$ cat config.mk
export PLATFORM = sky130hd
export DESIGN_NAME = pe_window_detect
export DESIGN_NICKNAME = d
export VERILOG_FILES = /design/src/rtl/pe_window_detect.sv
export SDC_FILE = /design/constraint.sdc
export NUM_CORES = 1
export LEC_CHECK = 0
export ABC_AREA = 1
export CAP_MARGIN = 20
export CORE_MARGIN = 2
export CORE_UTILIZATION = 45
export CTS_CLUSTER_DIAMETER = 40
export DETAILED_ROUTE_END_ITERATION = 10
export HOLD_SLACK_MARGIN = 0.15
export PLACE_DENSITY = 0.77
export SYNTH_ARGS = -nofsm -noshare
export SYNTH_HDL_FRONTEND = slang
export SYNTH_SLANG_ARGS = --single-unit
$ cat constraint.sdc
create_clock -name clock -period 3.4 [get_ports clock]
set_clock_uncertainty 0.05 [all_clocks]
set_input_delay 0.34 -clock clock [delete_from_list [all_inputs] [get_ports clock]]
set_output_delay 0.34 -clock clock [all_outputs]
set_load 0.02 [all_outputs]
$ cat src/rtl/pe_window_detect.sv
// Per-pixel window membership for two rectangular windows with wrap-around bounds.
// Latency: one cycle from an accepted pixel to out_valid/win0/win1/obj.
// No backpressure: pixels past x=240 or coinciding with a line/frame start are dropped.
module pe_window_detect (
    input  logic        clock,
    input  logic        reset_n,
    input  logic        frame_start,
    input  logic        line_start,
    input  logic        pixel_valid,
    input  logic        obj_win_in,
    input  logic [15:0] win0h,
    input  logic [15:0] win0v,
    input  logic [15:0] win1h,
    input  logic [15:0] win1v,
    output logic        win0,
    output logic        win1,
    output logic        obj,
    output logic        out_valid,
    output logic [7:0]  x_pos,
    output logic [7:0]  y_pos
);

    localparam logic [7:0] X_MAX  = 8'd240;
    localparam logic [7:0] Y_LAST = 8'd227;
    localparam logic [7:0] Y_LIM  = 8'd228;

    // Bounds with lo > hi describe a window that wraps past the screen edge.
    function automatic logic span_hit(input logic [7:0] c, input logic [7:0] lo,
                                      input logic [7:0] hi);
        logic r;
        r = 1'b0;
        if (lo < hi)
            r = (c >= lo) && (c < hi);
        else if (lo > hi)
            r = (c >= lo) || (c < hi);
        return r;
    endfunction

    function automatic logic [7:0] clamp(input logic [7:0] v, input logic [7:0] lim);
        return (v > lim) ? lim : v;
    endfunction

    logic [15:0] sh0h, sh0v, sh1h, sh1v;
    logic        vin0, vin1;

    logic        line_evt;
    logic        accept;
    logic [7:0]  y_next;
    logic        vin0_next, vin1_next;
    logic        hin0, hin1;

    always_comb begin
        line_evt  = frame_start | line_start;
        accept    = pixel_valid && !line_evt && (x_pos < X_MAX);
        y_next    = 8'd0;
        if (!frame_start && (y_pos != Y_LAST))
            y_next = y_pos + 8'd1;
        // Vertical flags use the incoming bounds, since they become the shadows on this edge.
        vin0_next = span_hit(y_next, win0v[15:8], clamp(win0v[7:0], Y_LIM));
        vin1_next = span_hit(y_next, win1v[15:8], clamp(win1v[7:0], Y_LIM));
        hin0      = span_hit(x_pos, clamp(sh0h[15:8], X_MAX), clamp(sh0h[7:0], X_MAX));
        hin1      = span_hit(x_pos, clamp(sh1h[15:8], X_MAX), clamp(sh1h[7:0], X_MAX));
    end

    always_ff @(posedge clock or negedge reset_n) begin
        if (!reset_n) begin
            x_pos     <= 8'd0;
            y_pos     <= 8'd0;
            sh0h      <= 16'd0;
            sh0v      <= 16'd0;
            sh1h      <= 16'd0;
            sh1v      <= 16'd0;
            vin0      <= 1'b0;
            vin1      <= 1'b0;
            win0      <= 1'b0;
            win1      <= 1'b0;
            obj       <= 1'b0;
            out_valid <= 1'b0;
        end else begin
            out_valid <= 1'b0;
            if (line_evt) begin
                x_pos <= 8'd0;
                y_pos <= y_next;
                sh0h  <= win0h;
                sh0v  <= win0v;
                sh1h  <= win1h;
                sh1v  <= win1v;
                vin0  <= vin0_next;
                vin1  <= vin1_next;
            end else if (accept) begin
                x_pos     <= x_pos + 8'd1;
                win0      <= vin0 & hin0;
                win1      <= vin1 & hin1;
                obj       <= obj_win_in;
                out_valid <= 1'b1;
            end
        end
    end

endmodule

Word-level counts from Yosys, hierarchy flattened

Cells that the tools add are included.

Bits in latches: 0
Input port bits: 70
Word-level logic and storage cells: 74
Memories: 0
ROM bits: 0
RAM bits: 0
Register bits after elaboration: 54

Mux-type cells: 19
Magnitude comparators: 23
Reduce and logical (&&, ||, !) cells: 15
Add/sub/neg operators: 2
Bitwise gates (word level): 4
Multiply operators: 0
Shift operators: 0
Equality and inequality tests: 1
Div/mod/pow operators: 0

Operators by type and width:

| operator                                                      | number |
|---|---|
| 8-bit 2-to-1 mux                                              | 9 |
| 8-bit less-than comparator                                    | 8 |
| 8-bit > comparator, second input constant                     | 6 |
| 8-bit >= comparator                                           | 4 |
| 8-bit > comparator                                            | 4 |
| 8-bit by 1-bit adder with 8-bit output, second input constant | 2 |
| 1-bit 2-to-1 mux                                              | 10 |
| 8-bit less-than comparator, second input constant             | 1 |
| 8-bit inequality test, second input constant                  | 1 |
| 1-bit logical AND                                             | 7 |
| 1-bit logical OR                                              | 4 |
| 1-bit bitwise AND                                             | 2 |
| 1-bit logical NOT                                             | 2 |
| 2-bit AND reduction                                           | 1 |
| 2-bit nonzero test                                            | 1 |
| 1-bit NOT                                                     | 1 |
| 1-bit OR                                                      | 1 |

Depth between registers and ports, before layout

Gate-level depths: netlist (run 1).

Depth in word-level cells: 7
Gate-level depth with buffers: 20

Least setup slack after synthesis (run 1)

No wires, ideal clock.

Path kind: register to register
From: register y_pos[0]
To: register vin1
Clock period less this slack: 2.587 ns
Slack: 0.813 ns
Stages on the path, launching flop included: 19
Setup time: 0.117 ns
Arrival time: 2.421 ns
Cells stage by stage: dfrtp_1 > ha_1 > nand2_1 > nor2_1 > nand2_2 > nand2_1 > inv_1 > o21ai_0 > a21oi_1 > ha_1 > a21oi_1 > o21a_1 > o221ai_1 > nor2_1 > nor2_1 > nand2_1 > nand2_1 > nand2_1 > nand2_1

Longest elaborated chain between the ends: 7

RTL lines:

| element                                                                                        | line   | RTL |
|---|---|---|
| start, declared                                                                                | 20     | `output logic [7:0] y_pos` |
| start signal, assigned                                                                         | 83     | `y_pos <= y_next;` |
| parallel branches: the longest is 2 deep, another holds 8-bit by 1-bit adder with 8-bit output | -      |  |
| 8-bit 2-to-1 mux (*)                                                                           | 56     | `if (!frame_start && (y_pos != Y_LAST))` |
| named net y_next[3]                                                                            | 48     | `logic [7:0] y_next;` |
| 8-bit >= comparator / 8-bit less-than comparator (equally long branches)                       | 33, 35 |  |
| 1-bit logical OR                                                                               | 35     | `r = (c >= lo) \|\| (c < hi);` |
| 1-bit 2-to-1 mux                                                                               | 34     | `else if (lo > hi)` |
| 1-bit 2-to-1 mux (*)                                                                           | 32     | `if (lo < hi)` |
| end signal, assigned                                                                           | 89     | `vin1 <= vin1_next;` |
| end, declared                                                                                  | 44     | `logic vin0, vin1;` |

Mark *: on every way through the listed nets, which the timed path passes.
A chain may end at the register's enable or synchronous reset.

Worst setup path in the final report (run 1)

Same ends and word-level chain as after synthesis.

==> impl_metrics.py, run 1 <==
metrics = {
    "power": {
        "p_comb_frac": 0.314,
        "power_frac_clock": 0.237,
        "p_seq_frac": 0.449,
        "p_switching_uw": 527,
        "ir_drop_mv": 0.217,
        "p_leak_nw": 3.21,
        "finalPower_mw": 1.61,
        "switching_share": 0.328,
        "p_per_area_nw_per_um2": 270,
        "intPower_mw": 1.08,
    },
    "timing": {
        "relSlewSlack": 0.440,
        "min_period_ns": 2.88,
        "tightest_slew_ns": 0.840,
        "setup_viol": 0,
        "setup_tns_ns": 0,
        "setup_slack_ns": 0.520,
        "fin_hold_ws_ns": 0.447,
        "period_share": 0.847,
        "rsz0062_at_grt": "false",
        "hold_viol_final": 0,
        "drv_slew": 0,
        "fmax_mhz": 347,
    },
    "setup_path": {
        "critPathTopFamily": "compound AO/OA/AOI/OAI gates",
        "crit_type": "reg2reg",
        "slowest_delay_ns": 0.42,
        "reg2reg_from": "y_pos[0]$_DFFE_PN0N_",
        "path_common_cell": "nand2_1",
        "startpoint": "y_pos[0]$_DFFE_PN0N_",
        "cp_cell_sequence": "ha_1, nand2_1, nor2_1, nand2_2, nand2_1, inv_1, o21ai_0, a21oi_1, ha_1, a21oi_1, o21a_1, o221ai_1, nor2_1, nand2_1, nand2_1, nand2_1, nand2_1, nand2_1",
        "end_kind": "register",
        "cpMaxStageDelayCell": "dfrtp_1",
        "critPathMaxFanout": 5,
        "cp.required_ns": 3.57,
        "start_kind": "register",
        "path_buf_inv": 1,
        "critical_path_arrival_ns": 3.05,
    },
    "floorplan": {
        "dieArea_um2": 11600,
        "die_h_um": 108,
        "fp.dieW_um": 108,
        "start_util": 0.465,
        "core_area_um2": 10400,
        "rows": 37,
        "pin_count": 90,
    },
    "yosys": {
        "synthesis.area_um2": 4820,
        "avgSynthCellArea_um2": 6.97,
        "syn_inst": 692,
        "synth_fp_nets": 848,
        "yosysTopAreaCellShare": 0.280,
        "ys_warn_count": 0,
        "ys_ff_latch": 54,
        "synth.distinct_cells": 34,
        "synth-seq-area-share": 0.280,
        "synthTopCellsByArea": "dfrtp_1 28%, ha_1 22%, nand2_1 16%",
        "yosysTopAreaCell": "dfrtp_1",
    },
    "routing": {
        "postRouteWirelength_um": 11700,
        "final_antenna_net_count": 0,
        "viasPerCell": 5.15,
        "drt_iter0_markers": 279,
        "first_pass_iters": 5,
        "wl_per_cell_um": 12.9,
        "route.detailed.drc": 0,
        "vias": 4710,
    },
    "clock_tree": {
        "cts.clk_slew.worst_paths_ns": 0.10,
        "insertion_delay_ns": 0.31,
        "cts_made_buffers": 5,
        "clock-sinks": 54,
        "htree_levels": 2,
        "cts_tree": "done",
        "clockBufferDepth": 2,
        "root_buffer": "clkbuf_8",
        "cts_resized": 0,
        "cts_hold_buf": 1,
        "postCtsSetupBuffers": 0,
    },
    "placement": {
        "gp_congestion": 0.905,
        "placed_cell_area_um2": 5850,
        "place_ws_ns": 0.522,
        "hpwl_um": 9600,
        "portBuffers": 89,
    },
    "grt": {
        "grt_max_degree": 37,
        "grt_pass1_wl_um": 19800,
        "grt_pass1_vias": 4524,
        "grtUsageTotal": 0.209,
        "antenna_found_initial": 0,
        "grt-ovfl-total": 0,
    },
    "finish": {
        "most-common-layout-cells": "212 x nand2_1, 111 x inv_1, 88 x clkdlybuf4s50_1, 86 x ha_1, 54 x dfrtp_1",
        "area_growth_pct": 23.3,
        "antenna_cells": 0,
        "layout_commonest_cell": "nand2_1",
        "fillers": 975,
        "multi_input_area_um2": 2970,
        "fin_nets": 933,
        "layout-drive-gt1-share": 0.0373,
        "final_cell_area_um2": 5950,
        "regArea_um2": 1350,
    },
    "run": {
        "maxCapViolations": 0,
    },
    "min_path": {
        "hold_path.class": "reg2reg",
        "min-delay-start": "win0$_DFFE_PN0P_",
    },
    "status": {
        "outcome": "completed",
    },
}
## final timing paths
check / endpoint / slack, ns / depth (start not counted)
max: vin1$_DFFE_PN0N_ / 0.52 / 18
min: win0$_DFFE_PN0P_ / 0.45 / 2
max reg2reg: vin1$_DFFE_PN0N_ / 0.52 / 18
min reg2reg: win0$_DFFE_PN0P_ / 0.45 / 2
max in group asynchronous: y_pos[1]$_DFFE_PN0N_ / 1.91 / 3
min in group asynchronous: sh1h[11]$_DFFE_PN0N_ / 0.61 / 2
## worst min-delay path, stage by stage, from the launching register on
cell and delay, ns:
dfrtp_1 0.36, nand2_1 0.05, nand2_1 0.06
## flip-flops by register name, summed over array words and instances (netlist names), 8 cells and up
name and count:
y_pos 8, sh0h 16, sh1h 16, x_pos 8
## Yosys cell counts
| cell type | instances |
|---|---|
| clkbuf_1 | 15 |
| xor2_1 | 1 |
| nor4_1 | 1 |
| a211oi_1 | 2 |
| inv_2 | 3 |
| o21bai_1 | 5 |
| a21boi_0 | 2 |
| nand3_1 | 14 |
| dfrtp_1 | 54 |
| a221oi_1 | 1 |
| buf_4 | 1 |
| nor2_1 | 46 |
| nand4_1 | 10 |
| o21a_1 | 2 |
| o221ai_1 | 2 |
| clkinv_1 | 2 |
| o21ai_0 | 48 |
| a41oi_1 | 1 |
| nor3_2 | 3 |
| a21boi_2 | 1 |
| a21oi_2 | 2 |
| inv_1 | 111 |
| a21o_1 | 1 |
| nand2_2 | 4 |
| clkbuf_2 | 1 |
| ha_1 | 86 |
| nor3_1 | 7 |
| a21oi_1 | 44 |
| a21boi_1 | 2 |
| o21ai_1 | 4 |
| nand3_2 | 2 |
| nand2_1 | 212 |
| o211a_1 | 1 |
| nor2_2 | 1 |
## final cells by class
class / count / share of cell area
clock inverter: 1 / 0.000841
inverter: 116 / 0.0732
tap: 136 / 0.0286
multi-input combinational: 505 / 0.499
clock buffer: 7 / 0.0145
sequential: 54 / 0.227
timing repair buffer: 95 / 0.157
## power by group through the flow
stage | Clock, mW | Combinational (mW) | Sequential, mW
finish | 0.380 | 0.504 | 0.722
global route | 0.418 | 0.577 | 0.727
CTS | 0.386 | 0.506 | 0.722
detailed placement | 0 | 0.501 | 0.734
global placement | 0 | 0.476 | 0.732
floorplan | 0 | 0.292 | 0.737
## layer usage
| layer | routed length [um] | global-route usage | vias up |
|---|---|---|---|
| li1 | - | - | 2394 |
| met2 | 5770 | 0.376 | 137 |
| met3 | 610 | 0.0363 | 21 |
| met4 | 254 | 0.0623 | 0 |
| met5 | 0 | 0 | - |
| met1 | 5110 | 0.254 | 2158 |
## cell families (layout without fill, tap and decap cells)
group,Yosys count,count (layout),synth area share
and+or+nand+nor,300,300,0.254
xor gates and xnor gates,1,1,0.00182
adders and majority gates,86,86,0.223
DFF,54,54,0.280
buffers and inverters,133,219,0.105
AOI/OAI and AO/OA,118,118,0.137
## metrics by stage
stage / utilization / std cells
global placement: 0.564 / 905
CTS: 0.574 / 914
finish: 0.574 / 914
detailed placement: 0.564 / 905
global route: 0.574 / 914
floorplan: - / 692
Power figures use the tool's default switching activity.
==> run 2: changes to the inputs <==
==> constraint.sdc (replaced) <==
create_clock -name clock -period 2.85 [get_ports clock]
set_clock_uncertainty 0.05 [all_clocks]
set_input_delay 0.285 -clock clock [delete_from_list [all_inputs] [get_ports clock]]
set_output_delay 0.285 -clock clock [all_outputs]
set_load 0.02 [all_outputs]
==> run 2 against run 1 <==
  * Fmax rose by 3.9%
  * Via count is 0.45% higher
  * Final cell count up 0.77%
  * Critical endpoint unchanged
==> impl_metrics.py, run 2 (synthesis results as in run 1) <==
metrics = {
    "grt": {
        "grtUsageTotal": 0.220,
        "met2_usage": 0.416,
        "grt_pass1_vias": 4815,
        "use_met1": 0.252,
        "top_usage_layer": "met2",
        "grt-ovfl-total": 0,
        "groute.layer.met3.usage": 0.0309,
        "antenna_found_initial": 0,
        "grt_pass1_wl_um": 20800,
        "grt_max_degree": 43,
    },
    "clock_tree": {
        "cts.clk_slew.worst_paths_ns": 0.10,
        "cts_made_buffers": 5,
        "htree_levels": 2,
        "clockBufferDepth": 2,
        "cts_tree": "done",
        "clock-sinks": 54,
        "root_buffer": "clkbuf_8",
        "insertion_delay_ns": 0.32,
    },
    "setup_path": {
        "path_buf_inv": 4,
        "reg2reg_from": "y_pos[0]$_DFFE_PN0N_",
        "end_kind": "register",
        "startpoint": "y_pos[0]$_DFFE_PN0N_",
        "critPathTopFamily": "simple AND/OR/NAND/NOR gates",
        "critPathMaxFanout": 5,
        "critical_path_arrival_ns": 2.93,
        "cp.required_ns": 3.01,
        "cp_cell_sequence": "inv_1, nor3_1, inv_1, nor2_2, nand3_1, clkinv_1, a21oi_1, nor3_4, buf_12, ha_1, a21oi_1, o221ai_1, nor2_1, nor2_1, nand2_1, nand2_1, nand2_1, nand2_1",
        "start_kind": "register",
        "cpMaxStageDelayCell": "dfrtp_1",
        "slowest_delay_ns": 0.41,
        "path_common_cell": "nand2_1",
        "crit_type": "reg2reg",
    },
    "routing": {
        "postRouteWirelength_um": 12400,
        "wl_per_cell_um": 13.5,
        "viasPerCell": 5.14,
        "first_pass_iters": 5,
        "vias": 4731,
        "route.detailed.drc": 0,
        "final_antenna_net_count": 0,
        "drt_iter0_markers": 269,
    },
    "finish": {
        "area_growth_pct": 25.6,
        "fin_cells": 921,
        "regArea_um2": 1350,
        "most-common-layout-cells": "211 x nand2_1, 111 x inv_1, 88 x clkdlybuf4s50_1, 83 x ha_1, 54 x dfrtp_1",
        "fin_nets": 941,
        "multi_input_area_um2": 3020,
        "largestRegisters": "sh0h x16, sh1h x16",
        "layout_commonest_cell": "nand2_1",
        "layout-drive-gt1-share": 0.0522,
        "antenna_cells": 0,
        "fillers": 979,
        "final_cell_area_um2": 6060,
    },
    "timing": {
        "relSlewSlack": 0.631,
        "fmax_mhz": 361,
        "drv_slew": 0,
        "min_period_ns": 2.77,
        "setup_tns_ns": 0,
        "setup_viol": 0,
        "period_share": 0.973,
        "hold_viol_final": 0,
        "tightest_slew_ns": 0.553,
    },
    "placement": {
        "placed_cell_area_um2": 5880,
        "gp_congestion": 0.910,
        "portBuffers": 89,
        "hpwl_um": 10100,
        "dp.cells": 909,
    },
    "floorplan": {
        "start_util": 0.465,
        "rows": 37,
        "pin_count": 90,
        "die_h_um": 108,
        "core_area_um2": 10400,
        "fp.dieW_um": 108,
        "dieArea_um2": 11600,
    },
    "power": {
        "p_per_area_nw_per_um2": 314,
        "ir_drop_mv": 0.177,
        "p_leak_nw": 3.24,
        "finalPower_mw": 1.90,
    },
    "min_path": {
        "hold_path.class": "in2async",
    },
    "status": {
        "outcome": "completed",
    },
    "run": {
        "maxCapViolations": 0,
    },
}
run 2: layout make-up:
type / count / share of cell area
Multi-Input combinational cell: 505 / 0.498
Sequential cell: 54 / 0.223
Timing Repair Buffer: 103 / 0.166
Inverter: 116 / 0.0719
Tap cell: 136 / 0.0281
Clock buffer: 7 / 0.0126
run 2: power by group:
group          total (mW)  switching (mW)  leakage (nW)  internal [mW]
Sequential          0.861          0.0405         0.680          0.821
Clock               0.421           0.251        0.0383          0.170
Combinational       0.617           0.341          2.52          0.276
run 2: timing repair:
action / 4_1_cts / 5_1_grt
hold buffers: 1 / 0
setup endpoints to repair: 0 / 2
buffers inserted: 0 / 4
resized for setup: 0 / 8
endpoints found under the hold margin: 12 / 0
run 2: stage by stage:
step           setup WS, ns  hold slack [ns]  utilization
2_1_floorplan         0.263          -0.0606            -
3_3_place_gp          0.263            0.129        0.567
3_5_place_dp          0.115            0.135        0.567
4_1_cts              0.0947            0.337        0.575
5_1_grt            -0.00630            0.360        0.584
6_report             0.0770            0.327        0.584
run 2: worst paths after layout:
| check | endpoint | slack, ns | cells after the start |
|---|---|---|---|
| max in group asynchronous | x_pos[2]$_DFFE_PN0P_ | 1.58 | 3 |
| min in group clock | win0$_DFFE_PN0P_ | 0.45 | 2 |
| worst max-delay path | vin1$_DFFE_PN0N_ | 0.08 | 18 |
| worst min register to register | win0$_DFFE_PN0P_ | 0.45 | 2 |
| worst min-delay path | sh1h[5]$_DFFE_PN0N_ | 0.33 | 2 |
| worst max register to register | vin1$_DFFE_PN0N_ | 0.08 | 18 |
run 2: metal layers:
metal  routed length [um]  up-vias
met5                    0        -
met4                  207        0
met3                  524       20
met2                 6430      130
met1                 5230     2166
li1                     -     2415
==> run 3: changes to the inputs <==
--- a/config.mk
+++ b/config.mk
@@ -7,6 +7,7 @@
 export LEC_CHECK = 0
 export ABC_AREA = 1
 export CAP_MARGIN = 20
+export CORE_ASPECT_RATIO = 1.1
 export CORE_MARGIN = 2
 export CORE_UTILIZATION = 45
 export CTS_CLUSTER_DIAMETER = 40
==> run 3 against run 2 <==
  * Final area rose by 1.6%
  * Sequential share of layout area shrank 0.33 points
  * Final cell count is 0.76% higher
  * Routed wire length shrank 0.55%
  * Die area is essentially flat
  * Total power increased by 11%
  * Flip-flop and latch count is the same
  * Non-clock buffer count down 1
  * Sequential power is 0.5% higher
  * First-iteration DRC count is 52% lower
  * Global-route usage is 0.73 points lower
  * Register-to-register slack hardly changed
==> impl_metrics.py, run 3 (synthesis results as in run 1) <==
metrics = {
    "finish": {
        "final_cell_area_um2": 6150,
        "fillers": 965,
        "layout_commonest_cell": "nand2_1",
        "largestRegisters": "sh0h x16, sh1h x16",
        "layout-drive-gt1-share": 0.0611,
        "regArea_um2": 1350,
        "fin_nets": 940,
        "multi_input_area_um2": 3040,
        "most-common-layout-cells": "211 x nand2_1, 110 x inv_1, 88 x clkdlybuf4s50_1, 83 x ha_1, 53 x dfrtp_1",
        "antenna_cells": 0,
        "area_growth_pct": 27.5,
    },
    "grt": {
        "grt_pass1_vias": 4698,
        "antenna_found_initial": 0,
        "grtUsageTotal": 0.212,
        "grt-ovfl-total": 0,
        "grt_max_degree": 71,
        "grt_pass1_wl_um": 20100,
    },
    "clock_tree": {
        "cts.clk_slew.worst_paths_ns": 0.07,
        "root_buffer": "clkbuf_16",
        "htree_levels": 2,
        "cts_made_buffers": 5,
        "clockBufferDepth": 2,
        "clock-sinks": 54,
        "cts_tree": "done",
        "insertion_delay_ns": 0.30,
    },
    "timing": {
        "setup_viol": 0,
        "period_share": 0.968,
        "drv_slew": 0,
        "fmax_mhz": 362,
        "hold_viol_final": 0,
        "setup_slack_ns": 0.0908,
        "setup_tns_ns": 0,
        "min_period_ns": 2.76,
        "relSlewSlack": 0.344,
        "tightest_slew_ns": 0.983,
    },
    "floorplan": {
        "rows": 39,
        "core_area_um2": 10400,
        "die_h_um": 113,
        "dieArea_um2": 11600,
        "fp.dieW_um": 103,
        "start_util": 0.464,
        "pin_count": 90,
    },
    "placement": {
        "portBuffers": 89,
        "place_ws_ns": 0.107,
        "hpwl_um": 9690,
        "gp_congestion": 0.845,
        "placed_cell_area_um2": 5870,
    },
    "setup_path": {
        "cpMaxStageDelayCell": "dfrtp_1",
        "critPathMaxFanout": 5,
        "end_kind": "register",
        "cp.required_ns": 2.99,
        "slowest_delay_ns": 0.42,
        "reg2regPathDepth": 18,
        "crit_path_end": "vin0$_DFFE_PN0N_",
        "startpoint": "y_pos[1]$_DFFE_PN0N_",
        "r2r_end": "vin0$_DFFE_PN0N_",
        "start_kind": "register",
        "path_common_cell": "nand2_1",
        "critical_path_arrival_ns": 2.90,
        "ff2ff_setup_slack_ns": 0.09,
        "crit_type": "reg2reg",
        "cp_cell_sequence": "inv_1, nor3_2, inv_1, nor2_2, nand3_2, clkinv_1, a21oi_1, nor3_4, buf_12, ha_1, a21oi_1, o221ai_1, nor2_1, nor2_1, nand2_1, nand2_1, nand2_1, nand2_1",
        "reg2reg_from": "y_pos[1]$_DFFE_PN0N_",
    },
    "power": {
        "p_per_area_nw_per_um2": 342,
        "p_comb_frac": 0.292,
        "p_leak_nw": 3.27,
        "ir_drop_mv": 0.217,
        "p_switching_uw": 656,
        "intPower_mw": 1.45,
        "power_frac_clock": 0.297,
        "p_seq_frac": 0.411,
        "switching_share": 0.312,
    },
    "routing": {
        "wl_per_cell_um": 13.3,
        "dr.max_layer_used": "met4",
        "dr_wl_met2_um": 6290,
        "wl_met1_um": 5190,
        "met3_length_um": 617,
        "postRouteWirelength_um": 12300,
        "final_antenna_net_count": 0,
        "vias": 4736,
        "viasPerCell": 5.10,
        "first_pass_iters": 4,
        "drt_iter0_markers": 128,
        "route.detailed.drc": 0,
    },
    "status": {
        "outcome": "completed",
    },
    "run": {
        "maxCapViolations": 0,
    },
    "min_path": {
        "hold_path.class": "in2async",
    },
}
[run 3: worst min-delay path by stage]
stage | start | to | slack [ns]
global route | reset_n | sh1h[4]$_DFFE_PN0N_ | 0.43
floorplan | reset_n | obj$_DFFE_PN0P_ | -0.06
detailed placement | reset_n | sh1h[4]$_DFFE_PN0N_ | 0.18
finish | reset_n | sh1h[4]$_DFFE_PN0N_ | 0.40
global placement | reset_n | sh1h[4]$_DFFE_PN0N_ | 0.17
CTS | reset_n | sh1h[4]$_DFFE_PN0N_ | 0.41
[run 3: power by group through the flow]
stage	registers [mW]	clock network (mW)	logic [mW]
final	0.865	0.625	0.615
after global routing	0.871	0.668	0.703
after CTS	0.862	0.635	0.605
after detailed placement	0.876	0	0.598
after global placement	0.873	0	0.571
after floorplan	0.880	0	0.348
[run 3: through the flow]
stage / hold slack [ns] / cells / utilization / power [mW]
after floorplan: -0.0606 / 692 / - / 1.23
after global placement: 0.168 / 914 / 0.565 / 1.44
after detailed placement: 0.180 / 914 / 0.565 / 1.47
after CTS: 0.411 / 923 / 0.580 / 2.10
after global routing: 0.430 / 928 / 0.592 / 2.24
final: 0.404 / 928 / 0.592 / 2.11
[run 3: layout make-up]
| class | count | area share |
|---|---|---|
| sequential | 54 | 0.220 |
| inverter | 116 | 0.0708 |
| timing repair buffer | 102 | 0.162 |
| clock inverter | 1 | 0.000814 |
| clock buffer | 7 | 0.0232 |
| multi-input combinational | 505 | 0.494 |
| tap | 143 | 0.0291 |
[run 3: worst max-delay path, delay by kind of cell (launching register included)]
| kind | cells | cell delay (ns) |
|---|---|---|
| AO/OA/AOI/OAI | 3 | 0.38 |
| adder cells (fa/ha/maj) | 1 | 0.25 |
| buffers and inverters | 4 | 0.41 |
| flip-flops | 1 | 0.42 |
| AND/OR/NAND/NOR | 10 | 1.12 |
[run 3: timing repair]
item | CTS | global route
resized for setup | 0 | 14
hold buffers | 1 | 0
hold endpoints to repair | 16 | 0
setup buffers | 0 | 5
endpoints found under the setup margin | 0 | 2
[run 3: metal layers]
metal	track usage	vias to the layer above
li1	-	2404
met2	0.387	126
met1	0.247	2179
met5	0	-
met4	0.0649	0
met3	0.0405	27
